[src/rtl/note_source_arbiter_if.sv]
// Request/grant bundle between the song/key sources, the note arbiter and the tone divider.
// master = source side (song shifter, key decoder); slave = arbiter side.
interface note_source_arbiter_if #(
    parameter int NOTE_W = 5
);
    logic              song_valid;
    logic [NOTE_W-1:0] song_note;
    logic              song_ready;
    logic              key_valid;
    logic [NOTE_W-1:0] key_note;
    logic [NOTE_W-1:0] tone_note;
    logic              tone_on;
    logic              grant_key;

    modport master (
        output song_valid, song_note, key_valid, key_note,
        input  song_ready, tone_note, tone_on, grant_key
    );

    modport slave (
        input  song_valid, song_note, key_valid, key_note,
        output song_ready, tone_note, tone_on, grant_key
    );
endinterface

[src/rtl/note_source_arbiter.sv]
// Shares one tone generator between the song stream (one note per tempo tick) and live keys.
// Latency: 1 cycle from accepted song note / held key to tone_note/tone_on.
// Backpressure: song_ready only on a tick with no key held in IDLE/SONG; keys are never stalled.
// Optional ILLEGAL_NOTE_CNT_EN adds a saturating illegal_cnt[7:0] counter of out-of-range notes.
module note_source_arbiter #(
    parameter int NOTE_W     = 5,
    parameter int MAX_NOTE   = 21,
    parameter int TICK_DIV   = 6250000,
    parameter int TAIL_TICKS = 4
) (
    input  logic                 clk,
    input  logic                 rst_n,
    input  logic                 enable,
    note_source_arbiter_if.slave bus,
    output logic                 tick_o,
    output logic [1:0]           state_o
`ifdef ILLEGAL_NOTE_CNT_EN
    ,
    output logic [7:0]           illegal_cnt
`endif
);

    localparam int TICK_W = (TICK_DIV > 1) ? $clog2(TICK_DIV) : 1;
    localparam int TAIL_W = $clog2(TAIL_TICKS + 2);

    localparam logic [1:0] ST_IDLE = 2'd0;
    localparam logic [1:0] ST_SONG = 2'd1;
    localparam logic [1:0] ST_KEY  = 2'd2;
    localparam logic [1:0] ST_TAIL = 2'd3;

    logic [TICK_W-1:0] tick_cnt;
    logic [TAIL_W-1:0] tail_cnt;
    logic [1:0]        state;
    logic [NOTE_W-1:0] tone_note_q;
    logic              tone_on_q;
    logic [NOTE_W-1:0] song_san;
    logic [NOTE_W-1:0] key_san;
    logic              song_xfer;

    function automatic logic [NOTE_W-1:0] sanitize(input logic [NOTE_W-1:0] n);
        return (n > NOTE_W'(MAX_NOTE)) ? '0 : n;
    endfunction

    assign song_san = sanitize(bus.song_note);
    assign key_san  = sanitize(bus.key_note);

    assign tick_o         = enable && (tick_cnt == TICK_W'(TICK_DIV - 1));
    assign bus.song_ready = tick_o && !bus.key_valid && (state == ST_IDLE || state == ST_SONG);
    assign song_xfer      = bus.song_valid && bus.song_ready;

    assign bus.tone_note = tone_note_q;
    assign bus.tone_on   = tone_on_q;
    assign bus.grant_key = (state == ST_KEY) || (state == ST_TAIL);
    assign state_o       = state;

    always_ff @(posedge clk or negedge rst_n) begin
        if (!rst_n)
            tick_cnt <= '0;
        else if (!enable || tick_o)
            tick_cnt <= '0;
        else
            tick_cnt <= tick_cnt + 1'b1;
    end

    // A held key overrides every state; the release tick is not counted against the tail.
    always_ff @(posedge clk or negedge rst_n) begin
        if (!rst_n) begin
            state       <= ST_IDLE;
            tail_cnt    <= '0;
            tone_note_q <= '0;
            tone_on_q   <= 1'b0;
        end else if (!enable) begin
            state       <= ST_IDLE;
            tail_cnt    <= '0;
            tone_note_q <= '0;
            tone_on_q   <= 1'b0;
        end else if (bus.key_valid) begin
            state       <= ST_KEY;
            tone_note_q <= key_san;
            tone_on_q   <= |key_san;
        end else begin
            case (state)
                ST_IDLE: begin
                    if (song_xfer) begin
                        state       <= ST_SONG;
                        tone_note_q <= song_san;
                        tone_on_q   <= |song_san;
                    end
                end
                ST_SONG: begin
                    if (song_xfer) begin
                        tone_note_q <= song_san;
                        tone_on_q   <= |song_san;
                    end else if (tick_o) begin
                        state       <= ST_IDLE;
                        tone_note_q <= '0;
                        tone_on_q   <= 1'b0;
                    end
                end
                ST_KEY: begin
                    tone_on_q <= 1'b0;
                    if (TAIL_TICKS == 0) begin
                        state <= ST_IDLE;
                    end else begin
                        state    <= ST_TAIL;
                        tail_cnt <= TAIL_W'(TAIL_TICKS);
                    end
                end
                default: begin
                    if (tick_o) begin
                        tail_cnt <= tail_cnt - 1'b1;
                        if (tail_cnt == TAIL_W'(1))
                            state <= ST_IDLE;
                    end
                end
            endcase
        end
    end

`ifdef ILLEGAL_NOTE_CNT_EN
    logic illegal_hit;

    assign illegal_hit = (song_xfer && (bus.song_note > NOTE_W'(MAX_NOTE))) ||
                         ((state == ST_KEY) && bus.key_valid && (bus.key_note > NOTE_W'(MAX_NOTE)));

    always_ff @(posedge clk or negedge rst_n) begin
        if (!rst_n)
            illegal_cnt <= '0;
        else if (!enable)
            illegal_cnt <= '0;
        else if (illegal_hit && (illegal_cnt != 8'hFF))
            illegal_cnt <= illegal_cnt + 8'd1;
    end
`endif

endmodule

[src/flat_wrapper.sv]
// flat-port wrapper written by rule: the top's interface ports become plain ports
module note_source_arbiter_flat 
#(
    parameter int NOTE_W     = 5,
    parameter int MAX_NOTE   = 21,
    parameter int TICK_DIV   = 6250000,
    parameter int TAIL_TICKS = 4
)
  (clk, rst_n, enable, tick_o, state_o, bus_song_valid, bus_song_note, bus_key_valid, bus_key_note, bus_song_ready, bus_tone_note, bus_tone_on, bus_grant_key);
  note_source_arbiter_if #(.NOTE_W(NOTE_W)) bus_i ();
  input  logic clk;
  input  logic rst_n;
  input  logic enable;
  output logic tick_o;
  output logic [1:0] state_o;
  input wire logic [$bits(bus_i.song_valid)-1:0] bus_song_valid;
  input wire logic [$bits(bus_i.song_note)-1:0] bus_song_note;
  input wire logic [$bits(bus_i.key_valid)-1:0] bus_key_valid;
  input wire logic [$bits(bus_i.key_note)-1:0] bus_key_note;
  output wire logic [$bits(bus_i.song_ready)-1:0] bus_song_ready;
  output wire logic [$bits(bus_i.tone_note)-1:0] bus_tone_note;
  output wire logic [$bits(bus_i.tone_on)-1:0] bus_tone_on;
  output wire logic [$bits(bus_i.grant_key)-1:0] bus_grant_key;
  assign bus_i.song_valid = bus_song_valid;
  assign bus_i.song_note = bus_song_note;
  assign bus_i.key_valid = bus_key_valid;
  assign bus_i.key_note = bus_key_note;
  assign bus_song_ready = bus_i.song_ready;
  assign bus_tone_note = bus_i.tone_note;
  assign bus_tone_on = bus_i.tone_on;
  assign bus_grant_key = bus_i.grant_key;
  note_source_arbiter #(.NOTE_W(NOTE_W), .MAX_NOTE(MAX_NOTE), .TICK_DIV(TICK_DIV), .TAIL_TICKS(TAIL_TICKS)) u_core (.clk(clk), .rst_n(rst_n), .enable(enable), .bus(bus_i), .tick_o(tick_o), .state_o(state_o));
endmodule
[config.mk]
export PLATFORM = sky130hd
export DESIGN_NAME = note_source_arbiter_flat
export DESIGN_NICKNAME = d
export VERILOG_FILES = /design/src/rtl/note_source_arbiter_if.sv /design/src/rtl/note_source_arbiter.sv /design/src/flat_wrapper.sv
export SDC_FILE = /design/constraint.sdc
export NUM_CORES = 1
export LEC_CHECK = 0
export BUFFER_PORTS_ARGS = -buffer_cell sky130_fd_sc_hd__buf_2
export CORE_ASPECT_RATIO = 2
export CORE_MARGIN = 1
export CORE_UTILIZATION = 45
export DETAILED_ROUTE_END_ITERATION = 10
export SLEW_MARGIN = 40
export SYNTH_ARGS = -nofsm -noshare
export SYNTH_HDL_FRONTEND = slang
export SYNTH_SLANG_ARGS = --single-unit
[constraint.sdc]
create_clock -name clk -period 2.4 [get_ports clk]
set_input_delay 0.72 -clock clk [delete_from_list [all_inputs] [get_ports clk]]
set_output_delay 0.72 -clock clk [all_outputs]
set_load 0.05 [all_outputs]
# Yosys cells after proc, flatten, opt, wreduce, memory -nomap -nowiden
# Cells that the tools add are included.
# word_totals
output_inout_bits,11
input_bits,15
wordCells,69
regBits,34
# op_classes
magnitude_cmp,2
n_mux,27
n_eq_ne,16
n_reduce_logical,17
n_addsub,2
# ops
op,n
$mux W5,7
$add A23 B1 Y23 const B,1
$eq A23 B23 Y1 const B,1
$mux W23,1
$mux W2,7
$gt A5 B5 Y1 const B,2
$ne A5 B1 Y1 const B,2
$pmux W5 S2,1
$reduce_or A5 Y1,2
$mux W3,3
$reduce_and A3 Y1,3
$ne A4 B3 Y1 const B,2
$ne A6 B1 Y1 const B,1
$pmux W2 S3,1
$pmux W3 S2,1
$mux W1,5
$ne A5 B3 Y1 const B,1
$reduce_and A5 Y1,1
$eq A2 B2 Y1 const B,2
$logic_and A1 B1 Y1,4
$ne A2 B2 Y1 const B,2
$ne A4 B1 Y1 const B,1
$ne A4 B4 Y1 const B,1
$eq A3 B1 Y1 const B,1
8 further kinds,11

# Depth between registers and ports, before layout
# Gate-level depths: netlist of the first run.
# depth
depth_word,9
ltp_mapped,10
depth_no_buf,7

# Worst setup path after synthesis of the first run
# Ideal clock, no wire load.
# synth_path
path_kind,register to output
start,reg u_core.tick_cnt[0]
end,out bus_song_ready
slack_ns,-0.838
arrival_ns,2.518
t_required_ns,1.680
path_buffers,3
path_stages_with_launch,9
path_cell_list,dfrtp_1 -> ha_1 -> and3_1 -> buf_2 -> and3_1 -> clkbuf_1 -> buf_2 -> nand2_1 -> nor3_1
# synth_between
elab_chain_len,4
# synth_lines
item,line_no,rtl
start: declaration,note_source_arbiter.sv:31,logic [TICK_W-1:0] tick_cnt;
start signal: assignment,note_source_arbiter.sv:62,tick_cnt <= tick_cnt + 1'b1;
$eq A23 B23 Y1,note_source_arbiter.sv:47,assign tick_o = enable && (tick_cnt == TICK_W'(TICK_DIV - 1));
$logic_and A1 B1 Y1,note_source_arbiter.sv:47,
$logic_and A1 B1 Y1 (2 in a row),note_source_arbiter.sv:48,assign bus.song_ready = tick_o && !bus.key_valid && (state == ST_IDLE || state == ST_SONG);
end: declaration,flat_wrapper.sv:20,output wire logic [$bits(bus_i.song_ready)-1:0] bus_song_ready;
# Every way passes these cells.

# Worst setup path in the final report of the first run
# layout_path
start,reg u_core.tick_cnt[7]
end,out bus_song_ready
# The elaborated chain is that of the path after synthesis.

==> summary.txt, run 1 <==
Floorplan
  • Total die area: 0.00494 mm^2
  • Initial Util: 47.7%
  • Die height: 98.4 um
  • Io pins: 26
  • CORE AREA: 0.00438 mm^2
  • Die width: 50.2 um
  • Site Rows: 34

Finish
  • Layout cells sized above 1: 24.7%
  • Layout area overhead: 21.5%
  • Antenna cells: 0
  • Filler cells: 425
  • Final Core Density: 58.0%
  • Nets: 304

Setup path
  • Crit path kind: reg2out
  • Worst EP required: 1680 ps
  • Slowest-stage cell, CP: or4_4
  • CP max stage delay: 560 ps
  • Worst R2R Setup Slack: 220 ps
  • CP arrival: 1820 ps
  • Worst path most repeated cell: nor3_4
  • Worst setup SP type: flip-flop
  • RR Startpoint: u_core.tick_cnt[7]$_DFF_PN0_
  • Crit end category: output port
  • Critical R2R Capture: u_core.bus.tone_note[4]$_DFFE_PN0P_
  • CP cell instances: or4_4 -> nor3_4 -> nand2_2 -> nor3_4 -> buf_6
  • Worst path top cell family by delay: simple AND/OR/NAND/NOR gates
  • Worst Path Buf+Inv: 1
  • Crit-path max FO: 3
  • Reg2Reg Depth: 7

Clocking
  • Clock latency on the worst-skew pair: 290 ps
  • CTS Root Cell: clkbuf_8
  • Clk slew on worst S/H paths: 70 ps
  • Max Root-Sink Buffers: 2
  • Hold_buf cts: 0
  • CTS buffer count: 5
  • CTS tree: yes
  • H-Tree Level Count: 2
  • Clock Sinks: 34

STA
  • Setup ws final: -140 ps
  • RSZ-0062 raised after global routing: yes
  • Measured slew at the worst slew-check pin: 444 ps
  • Fin. Hold Viols: 0
  • Final worst-path cycle share: 106%
  • Max-slew violations: 0
  • Worst clock skew: 3.97 ps
  • Fmax: 0.394 GHz
  • Post-route minimum period: 2540 ps
  • Endpoints failing setup: 2
  • Rel. slew slack: 70.1%

Placement
  • Final GP Congestion: 0.841
  • # port buffers: 25
  • DP Wirelength: 4010 um
  • Post-Place Setup Slack: 11.9 ps

Global routing
  • Vias in the first global route: 1983
  • Pin count of the biggest net entering global routing: 35
  • First-pass GRT wire length: 8740 um
  • Antenna violations before repair: 0
  • Gr ovfl total: 0
  • Global Route Usage Sum: 23.9%

Yosys
  • Main area contributors after synthesis: dfrtp_1 41%, nor2_1 6.1%, xnor2_1 5.9%
  • Post-synth top area share: 40.7%
  • Synthesized area: 0.00209 mm^2
  • Synth Warn #: 0
  • Main synth FF type: dfrtp_1
  • EDFF count, synth: 0
  • Post-Syn Nets: 257
  • Area leader, netlist: dfrtp_1
  • Ys async rst share: 100%
  • Netlist cell types: 44
  • Yosys reg bits: 34
  • Seq/Total Area, Yosys: 40.7%
  • Post-synth top cells: 34 x dfrtp_1, 34 x nor2_1, 15 x nand2_1, 14 x nand3_1, 14 x xnor2_1
  • Syn Inst Count: 235
  • Syn avg cell area: 8.90 um^2

Pwr
  • Sw Ratio: 32.3%
  • Clock share of power: 32.0%
  • Max VDD drop: 422 uV
  • P per Cell Area: 544 mW/mm^2
  • Sequential share of power: 44.1%
  • Comb pwr share: 23.9%
  • Psw: 447 uW
  • Leak pwr: 1.16 nW
  • Internal: 935 uW

Drt
  • Total vias in the final route: 1934
  • Drt wl/cell: 15.7 um
  • Via density: 5.74
  • DRT iter0 DRCs: 48
  • Drt first pass iters: 4
  • Post-Route WL: 5300 um
  • Final antenna-violating net count: 0
  • DRC errors left: 0

Run
  • Max-cap viol count: 0

Status
  • Status: finished, violations left
  • Failing checks: setup timing

Worst hold path
  • Hold Path Class: in2async
[worst max path at each step]
| stage | from | to | slack, ps | cells after the start |
|---|---|---|---|---|
| 2_1_floorplan | u_core.tick_cnt[7]$_DFF_PN0_ | bus_song_ready | -150 | 5 |
| 3_3_place_gp | u_core.tick_cnt[7]$_DFF_PN0_ | bus_song_ready | 20 | 5 |
| 3_5_place_dp | u_core.tick_cnt[7]$_DFF_PN0_ | bus_song_ready | 10 | 5 |
| 4_1_cts | u_core.tick_cnt[7]$_DFF_PN0_ | bus_song_ready | -170 | 5 |
| 5_1_grt | u_core.tick_cnt[7]$_DFF_PN0_ | bus_song_ready | -210 | 5 |
| 6_report | u_core.tick_cnt[7]$_DFF_PN0_ | bus_song_ready | -140 | 5 |
[per-stage QoR]
step / instances / hold WS [ps] / cell area, um^2 / power [mW] / setup TNS, ps
final: 337 / 451 / 2540 / 1.38 / -219
after global routing: 337 / 496 / 2540 / 1.46 / -356
after CTS: 335 / 475 / 2530 / 1.40 / -281
after detailed placement: 326 / 482 / 2410 / 0.952 / 0
after global placement: 326 / 461 / 2410 / 0.952 / 0
after floorplan: 235 / 424 / 2120 / 0.834 / -267
[layer usage]
layer  vias to the layer above  track usage, %  wire length [um]
met2                        50            46.9              3080
li1                        938               -                 -
met4                         0            13.2               189
met1                       933            21.5              1870
met3                        13            3.70               169
met5                         -               0                 0
[state kept, by name, summed over array words and instances (netlist names)]
register / flops
u_core.bus.tone_note: 5
u_core.bus.tone_on: 1
u_core.state_o: 2
u_core.tick_cnt: 23
u_core.tail_cnt: 3
[worst reg2reg max path: stages, from the launching register on]
cell and delay (ps):
dfrtp_1 380, or4_4 560, nor3_4 150, buf_4 130
buf_4 160, a41oi_1 110, or4_1 470, a31oi_1 160
[kinds of logic (layout without fill, tap and decap cells)]
kind of cell	Yosys count	count (layout)	synth area share (%)
fa+ha+maj	7	7	4.19
mux	2	2	1.08
xor+xnor	21	21	8.79
simple gates	106	106	26.4
compound gates	43	43	14.3
buf+inv	22	70	4.61
flops	34	34	40.7
[what timing repair did]
action	CTS	global route
hold endpoints to repair	0	0
buffers inserted	1	2
pin swaps	2	1
gates resized for setup	4	0
endpoints found under the setup margin	2	2
[power by group through the flow]
stage | Clock (mW) | Combinational, mW | Sequential [mW]
2_1_floorplan | 0 | 0.163 | 0.671
3_3_place_gp | 0 | 0.333 | 0.619
3_5_place_dp | 0 | 0.332 | 0.620
4_1_cts | 0.457 | 0.333 | 0.610
5_1_grt | 0.479 | 0.364 | 0.613
6_report | 0.442 | 0.331 | 0.609
[cell usage in the layout, fill, tap and decap left out, types with 5 or more instances in the layout]
cell type  synthesis  final
a21oi_1            8      8
a31oi_1            5      5
and3_1             6      6
and4_1             5      5
buf_2              2     23
buf_4              3     25
clkbuf_8           0      6
dfrtp_1           34     34
ha_1               7      7
inv_1             12     12
nand2_1           15     14
nand3_1           14     14
nand4_1            5      5
nor2_1            34     33
nor3_1             8      7
o21ai_0            9      9
xnor2_1           14     14
xor2_1             7      7
[area by class of cell]
class	instances	area, um^2	share of cell area [%]
sequential	34	851	33.5
timing repair buffer	50	325	12.8
clock buffer	7	86.3	3.40
tap	54	67.6	2.66
clock inverter	1	5.00	0.197
multi-input combinational	179	1160	45.7
inverter	12	45.0	1.77
No activity file was read; power rests on OpenSTA's default activity.
==> run 2: changes to the inputs <==
--- a/config.mk
+++ b/config.mk
@@ -5,6 +5,7 @@
 export SDC_FILE = /design/constraint.sdc
 export NUM_CORES = 1
 export LEC_CHECK = 0
+export ABC_AREA = 1
 export BUFFER_PORTS_ARGS = -buffer_cell sky130_fd_sc_hd__buf_2
 export CORE_ASPECT_RATIO = 2
 export CORE_MARGIN = 1
==> summary.txt, run 2 <==
Status
  • Status: completed (was finished, violations left)

Setup path
  • Worst Path Buf+Inv: 1 (unchanged)
  • CP max stage delay: 370 ps (was 560 ps)
  • Critical Path Sink: bus_song_ready (unchanged)
  • Worst setup SP type: flip-flop (unchanged)
  • Crit end category: output port (unchanged)
  • Worst EP required: 1680 ps (about the same)
  • Crit-path max FO: 6 (was 3)
  • Critical R2R Capture: u_core.tail_cnt[2]$_DFFE_PN0P_ (was u_core.bus.tone_note[4]$_DFFE_PN0P_)
  • CP Depth: 8 (was 5)
  • Worst R2R Setup Slack: 470 ps (was 220 ps)
  • CP arrival: 1630 ps (was 1820 ps)
  • Crit path kind: reg2out (unchanged)
  • Reg2Reg Depth: 10 (was 7)
  • Worst path top cell family by delay: simple AND/OR/NAND/NOR gates (unchanged)
  • Slowest-stage cell, CP: dfrtp_1 (was or4_4)
  • CP cell instances: ha_2 -> nand2_2 -> nor2_4 -> nand2_2 -> nor2_4 -> nand2_4 -> nor3_4 -> buf_6 (was or4_4 -> nor3_4 -> nand2_2 -> nor3_4 -> buf_6)
  • CP Launch Point: u_core.tick_cnt[0]$_DFF_PN0_ (was u_core.tick_cnt[7]$_DFF_PN0_)
  • RR Startpoint: u_core.state_o[0]$_DFFE_PN0P_ (was u_core.tick_cnt[7]$_DFF_PN0_)

Finish
  • Largest register FFs: 23 (unchanged)
  • Nets: 374 (was 304)
  • Most frequent cells in the layout: 71 x nand2_1, 48 x nor2_1, 37 x inv_1 (was 34 x dfrtp_1, 33 x nor2_1, 25 x buf_4)
  • Final Cell Area: 0.00267 mm^2 (was 0.00254 mm^2)
  • Reg with most FFs: u_core.tick_cnt (unchanged)
  • Layout cells sized above 1: 22.9% (was 24.7%)
  • Antenna cells: 0 (unchanged)
  • Most common cell after layout, fill and taps aside: nand2_1 (was dfrtp_1)
  • Filler cells: 478 (was 425)
  • Layout area overhead: 17.1% (was 21.5%)

Drt
  • Total vias in the final route: 2100 (was 1934)
  • Final antenna-violating net count: 0 (unchanged)
  • Via density: 5.12 (was 5.74)
  • Post-Route WL: 5480 um (was 5300 um)
  • Drt first pass iters: 4 (unchanged)
  • DRC errors left: 0 (unchanged)
  • Drt wl/cell: 13.4 um (was 15.7 um)
  • DRT iter0 DRCs: 38 (was 48)

Yosys
  • Post-synth top area share: 37.4% (was 40.7%)
  • Post-Syn Nets: 332 (was 257)
  • Main synth FF type: dfrtp_1 (unchanged)
  • EDFF count, synth: 0 (unchanged)
  • Seq/Total Area, Yosys: 37.4% (was 40.7%)
  • Main area contributors after synthesis: dfrtp_1 37%, nand2_1 12%, nor2_1 8.1% (was dfrtp_1 41%, nor2_1 6.1%, xnor2_1 5.9%)
  • Syn Inst Count: 310 (was 235)
  • Area leader, netlist: dfrtp_1 (unchanged)
  • Ys async rst share: 100% (unchanged)
  • Synthesized area: 0.00228 mm^2 (was 0.00209 mm^2)
  • Post-synth top cells: 71 x nand2_1, 49 x nor2_1, 37 x inv_1, 34 x dfrtp_1, 16 x nand3_1 (was 34 x dfrtp_1, 34 x nor2_1, 15 x nand2_1, 14 x nand3_1, 14 x xnor2_1)
  • Yosys reg bits: 34 (unchanged)
  • Netlist cell types: 33 (was 44)
  • Most instantiated library cell after synthesis: nand2_1
  • Synth Warn #: 0 (unchanged)
  • Syn avg cell area: 7.34 um^2 (was 8.90 um^2)

Clocking
  • Clock latency on the worst-skew pair: 290 ps (about the same)
  • Max Root-Sink Buffers: 2 (unchanged)
  • Hold_buf cts: 0 (unchanged)
  • CTS buffer count: 5 (unchanged)
  • Clk slew on worst S/H paths: 80 ps (was 70 ps)
  • CTS tree: yes (unchanged)
  • H-Tree Level Count: 2 (unchanged)
  • Clock Sinks: 34 (unchanged)
  • CTS Root Cell: clkbuf_8 (unchanged)

Pwr
  • Psw: 864 uW (was 447 uW)
  • Sw Ratio: 44.1% (was 32.3%)
  • Clock share of power: 22.0% (was 32.0%)
  • Internal: 1.10 mW (was 935 uW)
  • Comb pwr share: 42.9% (was 23.9%)
  • P per Cell Area: 735 mW/mm^2 (was 544 mW/mm^2)
  • Sequential share of power: 35.1% (was 44.1%)
  • Leak pwr: 1.31 nW (was 1.16 nW)
  • Max VDD drop: 630 uV (was 422 uV)

STA
  • Rel. slew slack: 61.5% (was 70.1%)
  • Hold Slack: 360 ps (was 451 ps)
  • Post-route minimum period: 2350 ps (was 2540 ps)
  • Measured slew at the worst slew-check pin: 572 ps (was 444 ps)
  • Max-slew violations: 0 (unchanged)
  • Worst clock skew: 7.32 ps (was 3.97 ps)
  • Endpoints failing setup: 0 (was 2)
  • Final worst-path cycle share: 97.8% (was 106%)
  • Fmax: 0.426 GHz (was 0.394 GHz)
  • RSZ-0062 raised after global routing: yes (unchanged)
  • Fin. Hold Viols: 0 (unchanged)

Run
  • Max-cap viol count: 0 (unchanged)

Worst hold path
  • Hold Path Class: in2async (unchanged)

Placement
  • Final GP Congestion: 0.847 (was 0.841)
  • Dpl cell area: 0.00250 mm^2 (was 0.00241 mm^2)
  • DP Wirelength: 4400 um (was 4010 um)
  • # port buffers: 25 (unchanged)

Global routing
  • Gr ovfl total: 0 (unchanged)
  • Vias in the first global route: 1997 (was 1983)
  • Pin count of the biggest net entering global routing: 35 (unchanged)
  • First-pass GRT wire length: 8800 um (was 8740 um)
  • Antenna violations before repair: 0 (unchanged)
  • Global Route Usage Sum: 22.8% (was 23.9%)

Floorplan
  • Total die area: 0.00536 mm^2 (was 0.00494 mm^2)
  • Die height: 103 um (was 98.4 um)
  • Initial Util: 46.8% (was 47.7%)
  • Site Rows: 36 (was 34)
  • Die width: 52.3 um (was 50.2 um)
  • CORE AREA: 0.00486 mm^2 (was 0.00438 mm^2)
  • Io pins: 26 (unchanged)
## run 2: changes by cell type in the layout (fill, tap and decap cells not counted), sizes merged, moves of 6 or more
cell	delta
and3	-6
buf	-12
inv	+30
nand2	+66
nor2	+23
nor3	+7
xnor2	-11
## run 2: cell type report
type / instances / area [um^2] / area share (%)
clock buffers: 5 / 68.8 / 2.58
well taps: 57 / 71.3 / 2.68
inverters: 44 / 165 / 6.20
flip-flops and latches: 34 / 852 / 32.0
multi-input cells: 229 / 1250 / 46.9
repair buffers: 38 / 238 / 8.92
clock inverters: 3 / 21.3 / 0.798
## run 2: through the flow
step	worst slack (ps)	std cells	utilization, %	power, mW	setup TNS, ps
after floorplan	121	310	-	1.31	0
after global placement	208	395	51.5	1.54	0
after detailed placement	159	395	51.5	1.54	0
after CTS	6.10	406	54.0	1.98	0
after global routing	-45.5	410	54.8	2.10	-52.1
final	53.0	410	54.8	1.96	0
## run 2: logic make-up (layout without fill, tap and decap cells)
group	Yosys count	after routing	synth area share [%]
AND/OR/NAND/NOR	189	189	40.8
adder cells (fa/ha/maj)	7	7	3.85
AO/OA/AOI/OAI	23	23	5.66
flip-flops	34	34	37.4
XOR/XNOR	10	10	3.85
buffers and inverters	47	90	8.47
## run 2: timing repair
item	in CTS	in global routing
endpoints found under the setup margin	2	2
setup buffers	3	4
resized for setup	4	2
pin swaps	2	3
## run 2: worst min path at each step
| stage | startpoint | endpoint | slack [ps] | cells after the start |
|---|---|---|---|---|
| floorplan | rst_n | u_core.bus.tone_note[0]$_DFFE_PN0P_ | 420 | 0 |
| global placement | u_core.bus.tone_note[3]$_DFFE_PN0P_ | u_core.bus.tone_note[3]$_DFFE_PN0P_ | 460 | 2 |
| detailed placement | u_core.bus.tone_note[3]$_DFFE_PN0P_ | u_core.bus.tone_note[3]$_DFFE_PN0P_ | 470 | 2 |
| CTS | u_core.bus.tone_note[3]$_DFFE_PN0P_ | u_core.bus.tone_note[3]$_DFFE_PN0P_ | 490 | 2 |
| global route | rst_n | u_core.tick_cnt[16]$_DFF_PN0_ | 390 | 1 |
| finish | rst_n | u_core.tick_cnt[16]$_DFF_PN0_ | 360 | 1 |
## run 2: metal layers
| metal | vias up | part of all wire, % | track usage (%) | wire length, um |
|---|---|---|---|---|
| met5 | - | 0 | 0 | 0 |
| met4 | 0 | 4.5 | 14.4 | 246 |
| met3 | 14 | 2.0 | 2.21 | 107 |
| met2 | 43 | 59 | 44.7 | 3210 |
| met1 | 974 | 35 | 20.7 | 1910 |
| li1 | 1069 | - | - | - |
## run 2: power by group through the flow
stage | logic (mW) | registers [mW] | clock network [mW]
finish | 0.842 | 0.688 | 0.431
global route | 0.923 | 0.698 | 0.478
CTS | 0.848 | 0.689 | 0.446
detailed placement | 0.838 | 0.701 | 0
global placement | 0.843 | 0.699 | 0
floorplan | 0.450 | 0.861 | 0
==> run 3: changes to the inputs <==
--- a/config.mk
+++ b/config.mk
@@ -6,11 +6,11 @@
 export NUM_CORES = 1
 export LEC_CHECK = 0
 export ABC_AREA = 1
-export BUFFER_PORTS_ARGS = -buffer_cell sky130_fd_sc_hd__buf_2
 export CORE_ASPECT_RATIO = 2
 export CORE_MARGIN = 1
 export CORE_UTILIZATION = 45
 export DETAILED_ROUTE_END_ITERATION = 10
+export DONT_BUFFER_PORTS = 1
 export SLEW_MARGIN = 40
 export SYNTH_ARGS = -nofsm -noshare
 export SYNTH_HDL_FRONTEND = slang
==> constraint.sdc (replaced) <==
create_clock -name clk -period 2.6 [get_ports clk]
set_input_delay 0.78 -clock clk [delete_from_list [all_inputs] [get_ports clk]]
set_output_delay 0.78 -clock clk [all_outputs]
set_load 0.05 [all_outputs]
==> summary.txt, run 3 (synthesis gave the netlist of run 2 again) <==
Floorplan
  • Io pins: 26 (unchanged)
  • Site Rows: 36 (unchanged)
  • Die height: 103 um (unchanged)
  • Die width: 52.3 um (unchanged)
  • CORE AREA: 0.00486 mm^2 (unchanged)
  • Initial Util: 46.8% (unchanged)
  • Total die area: 0.00536 mm^2 (unchanged)

Global routing
  • Global Route Usage Sum: 23.2% (was 22.8%)
  • Vias in the first global route: 2014 (was 1997)
  • First-pass GRT wire length: 8960 um (was 8800 um)
  • Pin count of the biggest net entering global routing: 35 (unchanged)
  • Gr ovfl total: 0 (unchanged)
  • Antenna violations before repair: 0 (unchanged)

Finish
  • Most frequent cells in the layout: 71 x nand2_1, 49 x nor2_1, 37 x inv_1 (was 71 x nand2_1, 48 x nor2_1, 37 x inv_1)
  • Reg with most FFs: u_core.tick_cnt (unchanged)
  • Layout area overhead: 8.96% (was 17.1%)
  • Antenna cells: 0 (unchanged)
  • Final Core Density: 51.0% (was 54.8%)
  • Layout cells sized above 1: 14.6% (was 22.9%)
  • Filler cells: 511 (was 478)
  • Nets: 344 (was 374)
  • Largest register FFs: 23 (unchanged)
  • Most common cell after layout, fill and taps aside: nand2_1 (unchanged)

STA
  • Worst clock skew: 6.07 ps (was 7.32 ps)
  • Setup TNS: 0 ps (unchanged)
  • Post-route minimum period: 2480 ps
  • Measured slew at the worst slew-check pin: 510 ps (was 572 ps)
  • Fmax: 0.403 GHz
  • Max-slew violations: 0 (unchanged)
  • Fin. Hold Viols: 0 (unchanged)
  • Rel. slew slack: 65.7% (was 61.5%)
  • Final worst-path cycle share: 95.4%
  • Endpoints failing setup: 0 (unchanged)
  • Hold Slack: 181 ps (was 360 ps)

Setup path
  • Crit path kind: reg2out (unchanged)
  • CP Launch Point: u_core.tick_cnt[0]$_DFF_PN0_ (unchanged)
  • Worst EP required: 1820 ps (was 1680 ps)
  • Worst setup SP type: flip-flop (unchanged)
  • Slowest-stage cell, CP: dfrtp_1 (unchanged)
  • Crit end category: output port (unchanged)
  • CP arrival: 1700 ps (was 1630 ps)
  • CP max stage delay: 390 ps (was 370 ps)
  • RR Startpoint: u_core.state_o[1]$_DFFE_PN0P_ (was u_core.state_o[0]$_DFFE_PN0P_)
  • CP cell instances: ha_1 -> nand2_2 -> nor2_4 -> nand2_2 -> nor2_4 -> nand2_4 -> nor3_2 -> buf_6 (was ha_2 -> nand2_2 -> nor2_4 -> nand2_2 -> nor2_4 -> nand2_4 -> nor3_4 -> buf_6)
  • Crit-path max FO: 6 (unchanged)

Pwr
  • Internal: 988 uW (was 1.10 mW)
  • Comb pwr share: 34.4% (was 42.9%)
  • Sequential share of power: 42.2% (was 35.1%)
  • Max VDD drop: 473 uV (was 630 uV)
  • Leak pwr: 1.18 nW (was 1.31 nW)
  • Psw: 755 uW (was 864 uW)
  • Sw Ratio: 43.3% (was 44.1%)
  • Clock share of power: 23.4% (was 22.0%)
  • P per Cell Area: 703 mW/mm^2 (was 735 mW/mm^2)

Placement
  • DP Wirelength: 4350 um (was 4400 um)
  • Final GP Congestion: 0.858 (was 0.847)
  • # port buffers: 0 (was 25)

Clocking
  • Clock Sinks: 34 (unchanged)
  • CTS tree: yes (unchanged)
  • H-Tree Level Count: 2 (unchanged)
  • CTS Root Cell: clkbuf_8 (unchanged)
  • Max Root-Sink Buffers: 2 (unchanged)
  • Clock latency on the worst-skew pair: 290 ps (about the same)
  • CTS buffer count: 5 (unchanged)
  • Clk slew on worst S/H paths: 70 ps (was 80 ps)

Status
  • Status: completed (unchanged)

Drt
  • DRC errors left: 0 (unchanged)
  • Via density: 5.23 (was 5.12)
  • Drt first pass iters: 4 (unchanged)
  • Post-Route WL: 5490 um (was 5480 um)
  • DRT iter0 DRCs: 40 (was 38)
  • Total vias in the final route: 1986 (was 2100)
  • Drt wl/cell: 14.4 um (was 13.4 um)
  • Final antenna-violating net count: 0 (unchanged)

Worst hold path
  • Hold Path Class: in2async (unchanged)

Run
  • Max-cap viol count: 0 (unchanged)
==> run 3: power by group through the flow <==
stage | sequential, mW | combinational, mW | clock [mW]
global route | 0.744 | 0.677 | 0.442
finish | 0.735 | 0.600 | 0.407
detailed placement | 0.747 | 0.599 | 0
global placement | 0.745 | 0.596 | 0
floorplan | 0.795 | 0.410 | 0
CTS | 0.737 | 0.601 | 0.421
==> run 3: worst paths after layout <==
kind                                                            end  slack (ps)  depth (start not counted)
worst max-delay path                                 bus_song_ready         120                          8
worst min-delay path                  u_core.tick_cnt[12]$_DFF_PN0_         180                          0
worst max register to register        u_core.state_o[1]$_DFFE_PN0P_         610                         12
worst min register to register         u_core.tick_cnt[0]$_DFF_PN0_         500                          1
max in group asynchronous       u_core.bus.tone_note[2]$_DFFE_PN0P_        2340                          0
min in group clk                       u_core.tick_cnt[0]$_DFF_PN0_         500                          1
==> run 3: routing by layer <==
layer	routed length [um]	up-vias	share of wire [%]	global-route usage, %
li1	-	1005	-	-
met1	1900	919	35	20.9
met2	3190	44	58	45.6
met3	146	18	2.7	3.98
met4	250	0	4.6	12.3
met5	0	-	0	0
==> run 3: through the flow <==
stage	setup WS, ps	std cells	cell area (um^2)	power (mW)
3_3_place_gp	366	371	2380	1.34
5_1_grt	-0.318	380	2480	1.86
2_1_floorplan	96.2	310	2280	1.21
3_5_place_dp	358	371	2380	1.35
4_1_cts	64.7	379	2470	1.76
6_report	119	380	2480	1.74
==> run 3: final cells by class <==
type | count | area, um^2 | share of cell area, %
flip-flops and latches | 34 | 851 | 34.3
clock buffers | 7 | 86.3 | 3.48
clock inverters | 1 | 5.00 | 0.202
multi-input cells | 229 | 1240 | 49.9
inverters | 44 | 165 | 6.66
well taps | 57 | 71.3 | 2.88
repair buffers | 8 | 63.8 | 2.57
==> run 3: repair_timing <==
| action | 4_1_cts | 5_1_grt |
|---|---|---|
| resized for setup | 0 | 1 |
| hold buffers | 0 | 0 |
| setup buffers | 0 | 1 |
| endpoints found under the hold margin | 0 | 0 |
| setup endpoints to repair | 0 | 1 |
==> run 3: worst max-delay path, delay by kind of cell, from the launching register on <==
| kind | cells | cell delay, ps |
|---|---|---|
| adders and majority gates | 1 | 220 |
| and+or+nand+nor | 6 | 630 |
| buffers and inverters | 1 | 180 |
| DFF | 1 | 390 |
